File: src/rtl/kron_operand_loader.sv
// kron_operand_loader
//
// Collects matrix elements arriving one word per beat (all of A, then all of
// B, both row-major) and presents them as the packed A/B vectors consumed by
// the combinational Kronecker product stage. A completed pair is held stable
// under an output valid/ready handshake; malformed frames are discarded and
// reported with a one-cycle frame_err pulse.
//
// Ports
//   clk        rising-edge clock
//   rst        asynchronous, active-high reset
//   in_valid   in_data carries an element
//   in_ready   loader accepts an element this cycle (combinational)
//   in_data    element value, word_size bits
//   in_last    marks the final B element of a frame
//   out_valid  A and B hold a complete frame
//   out_ready  downstream takes the frame
//   A          packed A, element (0,0) in the MSBs
//   B          packed B, element (0,0) in the MSBs
//   frame_err  one-cycle pulse when a frame is discarded
module kron_operand_loader #(
    parameter int word_size     = 32,
    parameter int Amatrixrownum = 2,
    parameter int Amatrixcolnum = 2,
    parameter int Bmatrixrownum = 2,
    parameter int Bmatrixcolnum = 2
) (
    input  logic                                                 clk,
    input  logic                                                 rst,
    input  logic                                                 in_valid,
    output logic                                                 in_ready,
    input  logic [word_size-1:0]                                 in_data,
    input  logic                                                 in_last,
    output logic                                                 out_valid,
    input  logic                                                 out_ready,
    output logic [Amatrixrownum*Amatrixcolnum*word_size-1:0]     A,
    output logic [Bmatrixrownum*Bmatrixcolnum*word_size-1:0]     B,
    output logic                                                 frame_err
);

    localparam int NA   = Amatrixrownum * Amatrixcolnum;
    localparam int NB   = Bmatrixrownum * Bmatrixcolnum;
    localparam int NMAX = (NA > NB) ? NA : NB;
    localparam int IW   = $clog2(NMAX + 1);

    localparam logic [IW-1:0] A_LAST = IW'(NA - 1);
    localparam logic [IW-1:0] B_LAST = IW'(NB - 1);

    typedef enum logic [1:0] {
        LOAD_A = 2'd0,
        LOAD_B = 2'd1,
        HOLD   = 2'd2
    } state_t;

    state_t          state_reg, state_next;
    logic [IW-1:0]   idx_reg, idx_next;
    logic            err_reg, err_next;
    logic            accept;
    logic            wr_a;
    logic            wr_b;

    // in_ready is the only combinational output; it is held low during reset
    // so nothing is accepted while the loader is being cleared.
    assign in_ready  = ~rst && (state_reg != HOLD);
    assign accept    = in_valid && in_ready;
    assign wr_a      = accept && (state_reg == LOAD_A);
    assign wr_b      = accept && (state_reg == LOAD_B);
    assign out_valid = (state_reg == HOLD);
    assign frame_err = err_reg;

    always_ff @(posedge clk or posedge rst) begin
        if (rst) begin
            state_reg <= LOAD_A;
            idx_reg   <= '0;
            err_reg   <= 1'b0;
        end else begin
            state_reg <= state_next;
            idx_reg   <= idx_next;
            err_reg   <= err_next;
        end
    end

    always_comb begin
        state_next = state_reg;
        idx_next   = idx_reg;
        err_next   = 1'b0;
        case (state_reg)
            LOAD_A: begin
                if (accept) begin
                    if (in_last) begin
                        // in_last is never legal while loading A
                        err_next   = 1'b1;
                        state_next = LOAD_A;
                        idx_next   = '0;
                    end else if (idx_reg == A_LAST) begin
                        state_next = LOAD_B;
                        idx_next   = '0;
                    end else begin
                        idx_next = idx_reg + IW'(1);
                    end
                end
            end
            LOAD_B: begin
                if (accept) begin
                    if (idx_reg == B_LAST) begin
                        // final B slot must carry in_last, otherwise discard
                        state_next = in_last ? HOLD : LOAD_A;
                        err_next   = ~in_last;
                        idx_next   = '0;
                    end else if (in_last) begin
                        err_next   = 1'b1;
                        state_next = LOAD_A;
                        idx_next   = '0;
                    end else begin
                        idx_next = idx_reg + IW'(1);
                    end
                end
            end
            HOLD: begin
                if (out_ready) begin
                    state_next = LOAD_A;
                    idx_next   = '0;
                end
            end
            default: begin
                state_next = LOAD_A;
                idx_next   = '0;
            end
        endcase
    end

    // One register per element slot. Slots are only written from the input
    // side, so A/B are frozen for as long as the FSM sits in HOLD.
    genvar gi;
    generate
        for (gi = 0; gi < NA; gi++) begin : g_a_slot
            logic [word_size-1:0] slot_reg;
            always_ff @(posedge clk or posedge rst) begin
                if (rst) begin
                    slot_reg <= '0;
                end else if (wr_a && (idx_reg == IW'(gi))) begin
                    slot_reg <= in_data;
                end
            end
            assign A[NA*word_size-1-gi*word_size -: word_size] = slot_reg;
        end

        for (gi = 0; gi < NB; gi++) begin : g_b_slot
            logic [word_size-1:0] slot_reg;
            always_ff @(posedge clk or posedge rst) begin
                if (rst) begin
                    slot_reg <= '0;
                end else if (wr_b && (idx_reg == IW'(gi))) begin
                    slot_reg <= in_data;
                end
            end
            assign B[NB*word_size-1-gi*word_size -: word_size] = slot_reg;
        end
    endgenerate

endmodule

File: config.mk
export PLATFORM = sky130hd
export DESIGN_NAME = kron_operand_loader
export DESIGN_NICKNAME = d
export VERILOG_FILES = /design/src/rtl/kron_operand_loader.sv
export SDC_FILE = /design/constraint.sdc
export NUM_CORES = 1
export LEC_CHECK = 0
export CORE_MARGIN = 10
export CORE_UTILIZATION = 35
export DETAILED_ROUTE_END_ITERATION = 7
export GPL_TIMING_DRIVEN = 0
export RECOVER_POWER = 100
export SETUP_SLACK_MARGIN = 0.2
export SLEW_MARGIN = 20
export SYNTH_ARGS = -nofsm -noshare
export SYNTH_HDL_FRONTEND = slang
export SYNTH_SLANG_ARGS = --single-unit
export TNS_END_PERCENT = 5
File: constraint.sdc
create_clock -name clk -period 7.9 [get_ports clk]
set_input_delay 1.185 -clock clk [delete_from_list [all_inputs] [get_ports clk]]
set_output_delay 1.185 -clock clk [all_outputs]
set_load 0.01 [all_outputs]
## After elaboration in Yosys (flattened, before gate mapping)

Index checks and enable logic that the tools add are counted.

- Bitwise logic cells: 2
- Div/mod/pow operators: 0
- Shift operators: 0
- Mux-type cells: 22
- Add/subtract/negate cells: 1
- Order comparisons: 0
- Multipliers: 0
- Eq/ne operators: 11
- Reductions and logical operators: 16

Operators by type and width:

| cell | count |
|---|---|
| 3-bit two-way mux | 7 |
| 2-bit two-way mux | 8 |
| 1-bit logical AND | 12 |
| 3-bit one-hot mux with 3 select lines | 1 |
| 3-bit by 2-bit == test with 1-bit output, second input constant | 2 |
| 2-bit inequality test, second input constant | 3 |
| 3-bit by 2-bit inequality test with 1-bit output, second input constant | 2 |
| 2-bit one-hot mux with 3 select lines | 1 |
| 5-bit AND reduction | 1 |
| 1-bit two-way mux | 4 |
| 3-bit by 1-bit adder with 3-bit output, second input constant | 1 |
| 3-bit by 1-bit == test with 1-bit output, second input constant | 1 |
| 3-bit logical NOT | 1 |
| 3-bit AND reduction | 1 |
| 2-bit by 1-bit == test with 1-bit output, second input constant | 1 |
| 2-bit == test, second input constant | 1 |
| 2-bit logical NOT | 1 |
| 2-bit by 1-bit inequality test with 1-bit output, second input constant | 1 |
| 1-bit NOT | 2 |
| 1-bit one-hot mux with 2 select lines | 1 |

- Memories kept: 0
- Bits in registers: 262
- Bits in latches: 0
- Memory bits (read-only): 0
- Input port bits: 37
- RAM bits: 0
- Word-level logic and storage cells: 63

## Longest topological paths before layout

Gate-level depths: netlist of run 1.

- Word-level depth: 5
- Mapped depth: 6
- Depth with buffers taken out: 6

## Least setup slack after synthesis of run 1

OpenSTA, ideal clock, no wires.

- Kind: in2out
- Start: input rst
- End: output in_ready
- Stages on the path: 1
- Setup slack: 5.361 ns
- Data arrival time: 1.354 ns
- Path through: nor2_1

- Cells in the longest elaborated chain, start to end: 2

RTL lines:

| what | RTL line | text |
|---|---|---|
| start, declared | 29 | `input logic rst,` |
| 1-bit NOT | 64 | `assign in_ready = ~rst && (state_reg != HOLD);` |
| 1-bit logical AND | 64 |  |
| end, declared | 31 | `output logic in_ready,` |

No other way between the ends.

==> results of run 1 <==
-- cell families after synthesis --
| kind of cell | after synthesis | share of synthesized area [%] |
|---|---|---|
| compound gates | 5 | 0.314 |
| xor+xnor | 1 | 0.0846 |
| buf+inv | 35 | 2.21 |
| flops | 262 | 63.3 |
| fa+ha+maj | 6 | 0.725 |
| mux | 258 | 31.3 |
| simple gates | 28 | 2.03 |
-- metrics by stage --
| stage | cell area, um2 | setup WS [ps] | utilization, % |
|---|---|---|---|
| after floorplan | 10400 | 3260 | - |
| after global placement | 13800 | 896 | 47.7 |
| after detailed placement | 14000 | 4230 | 48.3 |
| after CTS | 15000 | 4220 | 51.9 |
| after global routing | 14500 | 2610 | 50.0 |
| final | 14500 | 3270 | 50.0 |
-- cells in the mapped netlist (2+ instances only) --
cell	count	area share, %
o22ai_1	2	0.12
buf_6	10	1.1
nor2_1	2	0.073
nor2b_1	3	0.18
inv_1	6	0.22
ha_1	6	0.73
dfrtp_1	262	63
nand2b_1	3	0.18
mux2_1	54	5.9
buf_2	18	0.87
nand3_1	2	0.097
nand2_2	4	0.24
mux2_2	113	12
mux2_4	90	13
nor3_1	2	0.097
-- metal layers --
| metal | routed length, um | GRT usage (%) | vias to the layer above | share of wire [%] |
|---|---|---|---|---|
| li1 | - | - | 2798 | - |
| met5 | 0 | 0 | - | 0 |
| met1 | 12200 | 19.5 | 3176 | 41 |
| met3 | 3010 | 6.64 | 29 | 10 |
| met2 | 14300 | 26.2 | 195 | 48 |
| met4 | 485 | 3.37 | 0 | 1.6 |
-- path summary, 6_finish.rpt --
path	start	end	slack, ps	cells after the start
min in group asynchronous	rst	g_b_slot[1].slot_reg[25]	1290	2
max in group clk	rst	in_ready	4160	3
worst max register to register	idx_reg[0]	g_b_slot[3].slot_reg[20]	5480	6
worst min-delay path	g_b_slot[1].slot_reg[27]	g_b_slot[1].slot_reg[27]	480	1
worst min register to register	g_b_slot[1].slot_reg[27]	g_b_slot[1].slot_reg[27]	480	1
worst max-delay path	rst	g_b_slot[0].slot_reg[2]	3270	6
-- power by group --
group | switching [mW] | internal, mW
clock | 0.552 | 0.866
sequential | 0.272 | 1.92
combinational | 0.927 | 1.16
total | 1.75 | 3.95
-- worst reg2reg max path, stage by stage (launching register included) --
cell,delay [ps]
dfrtp_1,410
ha_1,220
nor2b_1,130
clkbuf_1,190
nand2_1,270
clkbuf_1,680
mux2_2,420
-- cell type report --
cell class | instances | area share [%]
sequential | 262 | 45.3
tap | 384 | 3.32
multi-input combinational | 298 | 22.4
clock buffer | 41 | 6.03
buffer | 29 | 0.770
clock inverter | 13 | 1.08
timing repair buffer | 304 | 21.0
inverter | 6 | 0.164
==> impl_metrics.env, run 1 <==
export IMPL_worstSetupStartpointType="primary input"
export IMPL_synth_edf_count=0
export IMPL_seq_area_um2=6560
export IMPL_layout_min_cycle_time_ps=4630
export IMPL_min_path_type="reg2reg"
export IMPL_worst_setup_path_type="in2async"
export IMPL_die_area_um2=36900
export IMPL_cpPeakStageDelay_ps=1320
export IMPL_seq_area_frac_synth_pct=63.3
export IMPL_cts_clk_slew_worst_paths_ps=60
export IMPL_path_cells="dlygate4sd3_1 -> clkinvlp_2 -> clkbuf_1 -> clkbuf_1 -> buf_12 -> buf_12"
export IMPL_crit_slowest_cell="clkbuf_1"
export IMPL_final_cell_mix="262 x dfrtp_1, 260 x dlygate4sd3_1, 135 x mux2_1"
export IMPL_avgRoutedWirePerCell_um=22.5
export IMPL_drt_total_wl_um=30000
export IMPL_fin_skew_ps=16.3
export IMPL_post_route_period_util_pct=58.7
export IMPL_synth_nets=638
export IMPL_syn_inst=595
export IMPL_final_common_cell="dfrtp_1"
export IMPL_cts_max_path_buffers=3
export IMPL_crit_path_end_kind="asynchronous set/reset pin"
export IMPL_grt_pass1_vias=6706
export IMPL_crit_required_ps=8640
export IMPL_multi_input_area_um2=3230
export IMPL_drt_iter0_markers=174
export IMPL_grtUsageTotal_pct=16.0
export IMPL_outcome="finished, violations left"
export IMPL_portBuffers=295
export IMPL_final_nets=974
export IMPL_maxCapViolCount=5
export IMPL_num_fill_cells=2566
export IMPL_totalPowerFinal_mw=5.70
export IMPL_cpLargestDelayFamily="buffers and inverters"
export IMPL_violations="capacitance limit, slew limit"
export IMPL_grt_ovfl_total=0
export IMPL_max_freq_mhz=216
export IMPL_syn_cell_area_um2=10400
export IMPL_drive_above_1_share_pct=19.2
export IMPL_clk_latency_ps=550
export IMPL_setup_viol=0
export IMPL_max_vdd_ir_drop_v=0.000187
export IMPL_critPathBufInv=6
export IMPL_rsz0062_at_grt="false"
export IMPL_fin_cells=1337
export IMPL_whs_ps=478
export IMPL_cts_max_level=1
export IMPL_core_region_area_um2=28900
export IMPL_grt_max_degree=32
export IMPL_slew_viol_final=151
export IMPL_synth_ff_type="dfrtp_1"
export IMPL_place_inst=1283
export IMPL_holdBufCountCts=0
export IMPL_ios=296
export IMPL_grt_first_pass_wirelength_um=45100
export IMPL_cts_tree="yes"
export IMPL_syn_area_per_cell_um2=17.4
export IMPL_final_antenna_net_count=0
export IMPL_arrival_ps=5380
export IMPL_cts_resized=0
export IMPL_powerDensity_nw_per_um2=394
export IMPL_grt_antenna_before_repair=0
export IMPL_root_buffer="clkbuf_16"
export IMPL_power_leakage_nw=6.83
export IMPL_fin_setup_tns_ps=0
export IMPL_synth_cell_type_count=33
export IMPL_die_y_um=192
export IMPL_area_delta_synth_final_pct=39.8
export IMPL_n_antenna_cell=0
export IMPL_place_gp_congestion=0.750
export IMPL_die_w_um=192
export IMPL_rows=62
export IMPL_post_cts_setup_buffer_count=0
export IMPL_crit_fanout=30
export IMPL_initial_core_util_pct=35.8
export IMPL_ys_seq_elements=262
export IMPL_numCtsBuffers=30
export IMPL_drc=0
export IMPL_hold_viol=0
export IMPL_clock_sinks=262
export IMPL_vias=6198
export IMPL_dp_hpwl_um=21900
export IMPL_first_pass_iters=4
export IMPL_slew_limit_headroom_pct=-15.3
export IMPL_synth_async_reset_ratio_pct=100
export IMPL_worst_slew_pin_slew_ps=1730
export IMPL_viasPerCell=4.64
export IMPL_yosysWarningCount=0
Note: power is estimated with default switching activity, not from simulation.
==> run 2, diff against run 1 <==
==> constraint.sdc (replaced) <==
create_clock -name clk -period 4.1 [get_ports clk]
set_input_delay 0.615 -clock clk [delete_from_list [all_inputs] [get_ports clk]]
set_output_delay 0.615 -clock clk [all_outputs]
set_load 0.01 [all_outputs]
==> impl_metrics.env, run 2 (same netlist as run 1, synthesis figures left out) <==
export IMPL_post_cts_setup_buffer_count=0
export IMPL_clk_latency_ps=550
export IMPL_worstSetupStartpointType="primary input"
export IMPL_rows=62
export IMPL_seq_area_um2=6560
export IMPL_crit_fanout=31
export IMPL_cts_clk_slew_worst_paths_ps=50
export IMPL_cts_max_level=1
export IMPL_grt_max_degree=32
export IMPL_worst_setup_path_type="in2async"
export IMPL_layout_min_cycle_time_ps=2980
export IMPL_outcome="finished, violations left"
export IMPL_holdBufCountCts=0
export IMPL_min_path_type="reg2reg"
export IMPL_dp_hpwl_um=21900
export IMPL_place_gp_congestion=0.750
export IMPL_max_freq_mhz=335
export IMPL_n_antenna_cell=0
export IMPL_avgRoutedWirePerCell_um=22.5
export IMPL_place_inst=1283
export IMPL_grtUsageTotal_pct=16.0
export IMPL_design_area_um2=14500
export IMPL_worst_slew_pin_slew_ps=1870
export IMPL_dp_slack_ps=1350
export IMPL_root_buffer="clkbuf_16"
export IMPL_num_fill_cells=2558
export IMPL_cts_resized=0
export IMPL_setup_viol=0
export IMPL_max_vdd_ir_drop_v=0.000359
export IMPL_fin_cells=1337
export IMPL_arrival_ps=3730
export IMPL_numCtsBuffers=30
export IMPL_slew_viol_final=29
export IMPL_powerDensity_nw_per_um2=757
export IMPL_crit_slowest_cell="clkbuf_1"
export IMPL_drt_total_wl_um=30000
export IMPL_core_region_area_um2=28900
export IMPL_totalPowerFinal_mw=11.0
export IMPL_maxCapViolCount=1
export IMPL_grt_first_pass_wirelength_um=45100
export IMPL_viasPerCell=4.65
export IMPL_ios=296
export IMPL_die_y_um=192
export IMPL_crit_required_ps=4840
export IMPL_final_cell_mix="262 x dfrtp_1, 259 x dlygate4sd3_1, 135 x mux2_1"
export IMPL_die_area_um2=36900
export IMPL_hold_viol=0
export IMPL_drt_iter0_markers=171
export IMPL_final_antenna_net_count=0
export IMPL_clock_sinks=262
export IMPL_area_delta_synth_final_pct=40.4
export IMPL_grt_antenna_before_repair=0
export IMPL_crit_path_frequent_cell="buf_12"
export IMPL_multi_input_area_um2=3230
export IMPL_cts_tree="yes"
export IMPL_power_leakage_nw=6.86
export IMPL_drc=0
export IMPL_vias=6213
export IMPL_place_area_um2=14000
export IMPL_portBuffers=295
export IMPL_fin_skew_ps=16.2
export IMPL_cpPeakStageDelay_ps=1400
export IMPL_first_pass_iters=4
export IMPL_crit_path_end_kind="asynchronous set/reset pin"
export IMPL_path_cells="dlygate4sd3_1 -> clkinvlp_2 -> clkbuf_1 -> buf_12 -> buf_12"
export IMPL_cts_max_path_buffers=3
export IMPL_violations="capacitance limit, slew limit"
export IMPL_grt_ovfl_total=0
export IMPL_slew_limit_headroom_pct=-24.6
export IMPL_post_route_period_util_pct=72.8
export IMPL_die_w_um=192
export IMPL_layout_setup_ws_ps=1120
export IMPL_fin_setup_tns_ps=0
export IMPL_rsz0062_at_grt="false"
export IMPL_grt_pass1_vias=6706
export IMPL_initial_core_util_pct=35.8
export IMPL_final_nets=974
export IMPL_drive_above_1_share_pct=19.5
export IMPL_final_common_cell="dfrtp_1"
-- run 2: cell count changes in the layout (fill, tap and decap cells not counted), sizes merged --
cell           change
clkbuf             -3
buf                +3
clkdlybuf4s50      +1
dlygate4sd3        -1
-- run 2: routing by layer --
layer  wire [um]  up-vias  part of all wire [%]  global-route usage (%)
li1            -     2799                     -                       -
met1       12200     3190                    41                    19.5
met2       14400      195                    48                    26.2
met3        3010       29                    10                    6.64
met4         485        0                   1.6                    3.37
met5           0        -                     0                       0
-- run 2: per-stage QoR --
step | hold slack (ps) | util, %
floorplan | 534 | -
global placement | 473 | 47.7
detailed placement | 480 | 48.3
CTS | 493 | 51.9
global route | 489 | 50.2
finish | 478 | 50.2
-- run 2: worst max-delay path: cells and delay by family --
family | cells | cell delay, ps
buffers and inverters | 5 | 3070
-- run 2: cell type report --
class | instances | share of cell area (%)
well taps | 384 | 3.31
flip-flops and latches | 262 | 45.1
plain buffers | 29 | 0.758
repair buffers | 304 | 21.3
clock inverters | 13 | 1.08
clock buffers | 41 | 6.00
multi-input cells | 298 | 22.3
inverters | 6 | 0.164
-- run 2: power breakdown --
group	switching [mW]	internal, mW
logic	1.79	2.25
clock network	1.07	1.67
registers	0.525	3.71
total	3.38	7.62
-- run 2: worst paths after layout --
kind | from | endpoint | slack, ps | cells after the start
worst max-delay path | rst | g_a_slot[2].slot_reg[15] | 1120 | 5
worst min-delay path | g_b_slot[1].slot_reg[27] | g_b_slot[1].slot_reg[27] | 480 | 1
worst max register to register | idx_reg[0] | g_b_slot[3].slot_reg[20] | 1670 | 6
worst min register to register | g_b_slot[1].slot_reg[27] | g_b_slot[1].slot_reg[27] | 480 | 1
max in group clk | rst | g_b_slot[1].slot_reg[26] | 1290 | 7
min in group asynchronous | rst | g_b_slot[1].slot_reg[25] | 750 | 2
==> run 3, diff against run 2 <==
==> constraint.sdc (replaced) <==
create_clock -name clk -period 3 [get_ports clk]
set_input_delay 0.45 -clock clk [delete_from_list [all_inputs] [get_ports clk]]
set_output_delay 0.45 -clock clk [all_outputs]
set_load 0.01 [all_outputs]
==> impl_metrics.env, run 3 (same netlist as run 1, synthesis figures left out) <==
export IMPL_viasPerCell=4.63
export IMPL_final_antenna_net_count=0
export IMPL_grt_first_pass_wirelength_um=45100
export IMPL_drive_above_1_share_pct=20.4
export IMPL_die_w_um=192
export IMPL_worst_slew_pin_slew_ps=1200
export IMPL_min_path_type="reg2reg"
export IMPL_crit_fanout=10
export IMPL_grt_ovfl_total=0
export IMPL_portBuffers=295
export IMPL_ios=296
export IMPL_worstSetupStartpointType="flip-flop"
export IMPL_r2r_slack_ps=570
export IMPL_seqPwrFrac_pct=38.4
export IMPL_p_comb_share_pct=36.8
export IMPL_max_freq_mhz=399
export IMPL_hold_viol=0
export IMPL_cts_max_path_buffers=3
export IMPL_core_region_area_um2=28900
export IMPL_place_gp_congestion=0.750
export IMPL_cts_max_level=1
export IMPL_totalPowerFinal_mw=15.1
export IMPL_dp_hpwl_um=21900
export IMPL_drt_total_wl_um=30000
export IMPL_p_switching_mw=4.62
export IMPL_maxCapViolCount=0
export IMPL_holdBufCountCts=0
export IMPL_p_int_mw=10.4
export IMPL_setup_viol=0
export IMPL_root_buffer="clkbuf_16"
export IMPL_grtUsageTotal_pct=16.0
export IMPL_drc=0
export IMPL_post_route_period_util_pct=83.5
export IMPL_pwr_share_clk_pct=24.8
export IMPL_power_leakage_nw=6.87
export IMPL_powerDensity_nw_per_um2=1040
export IMPL_worst_setup_path_type="reg2out"
export IMPL_crit_required_ps=2550
export IMPL_rows=62
export IMPL_switching_share_pct=30.7
export IMPL_post_cts_setup_buffer_count=0
export IMPL_drt_iter0_markers=168
export IMPL_arrival_ps=2050
export IMPL_crit_path_end_kind="output port"
export IMPL_cts_resized=0
export IMPL_area_delta_synth_final_pct=40.2
export IMPL_die_y_um=192
export IMPL_initial_core_util_pct=35.8
export IMPL_cts_clk_slew_worst_paths_ps=60
export IMPL_max_vdd_ir_drop_v=0.000491
export IMPL_avgRoutedWirePerCell_um=22.5
export IMPL_final_nets=974
export IMPL_die_area_um2=36900
export IMPL_vias=6190
export IMPL_grt_max_degree=32
export IMPL_layout_min_cycle_time_ps=2500
export IMPL_clk_latency_ps=550
export IMPL_place_inst=1283
export IMPL_final_common_cell="dfrtp_1"
export IMPL_fin_skew_ps=15.8
export IMPL_cts_tree="yes"
export IMPL_clock_sinks=262
export IMPL_final_cell_mix="262 x dfrtp_1, 260 x dlygate4sd3_1, 131 x mux2_1"
export IMPL_n_antenna_cell=0
export IMPL_rsz0062_at_grt="false"
export IMPL_fin_cells=1337
export IMPL_grt_antenna_before_repair=0
export IMPL_numCtsBuffers=30
export IMPL_slew_viol_final=0
export IMPL_slew_limit_headroom_pct=20.3
export IMPL_outcome="completed"
export IMPL_first_pass_iters=4
export IMPL_grt_pass1_vias=6706
## run 3: cell types whose count changed in the layout (fill, tap and decap cells not counted), moves of 3 or more
cell / previous run / this run
mux2_1: 135 / 131
clkbuf_2: 0 / 6
clkbuf_1: 33 / 28
buf_12: 7 / 4
mux2_4: 9 / 14
## run 3: worst max-delay path: stages (launching register included)
cell,delay [ps]
dfrtp_1,370
buf_2,210
nand2b_1,170
inv_1,70
nor2_1,70
dlygate4sd3_1,610
## run 3: power by group through the flow
stage	combinational (mW)	sequential, mW	clock [mW]
floorplan	1.95	6.59	0
global placement	6.61	5.88	0
detailed placement	6.69	5.91	0
CTS	6.70	5.90	3.85
global route	5.95	6.00	4.00
finish	5.54	5.79	3.74
## run 3: metrics by stage
step	setup TNS [ps]	setup slack, ps	util (%)	instance area (um2)	hold WS, ps
final	0	496	50.2	14500	478
after global routing	0	231	50.2	14500	489
after detailed placement	0	419	48.3	14000	480
after CTS	0	443	51.9	15000	490
after global placement	-853110	-3270	47.7	13800	473
after floorplan	-237250	-906	-	10400	534
## run 3: area by class of cell
type | instances | area, um2
inverter | 6 | 23.8
tap | 384 | 480
multi-input combinational | 298 | 3250
clock inverter | 13 | 156
sequential | 262 | 6560
timing repair buffer | 304 | 3060
buffer | 29 | 115
fill | 2555 | 14400
clock buffer | 41 | 872
## run 3: layer usage
layer / track usage, % / share of wire (%) / wire, um / vias up
li1: - / - / - / 2795
met1: 19.5 / 41 / 12200 / 3170
met2: 26.2 / 48 / 14300 / 196
met3: 6.64 / 10 / 3020 / 29
met4: 3.37 / 1.6 / 485 / 0
met5: 0 / 0 / 0 / -
## run 3: path summary, 6_finish.rpt
kind / start / to / cells past startpoint
worst max-delay path: state_reg[0] / in_ready / 5
worst min-delay path: g_b_slot[1].slot_reg[27] / g_b_slot[1].slot_reg[27] / 1
worst max register to register: idx_reg[0] / g_b_slot[3].slot_reg[20] / 6
worst min register to register: g_b_slot[1].slot_reg[27] / g_b_slot[1].slot_reg[27] / 1
max in group asynchronous: rst / g_a_slot[2].slot_reg[15] / 5
min in group asynchronous: rst / g_b_slot[1].slot_reg[25] / 2
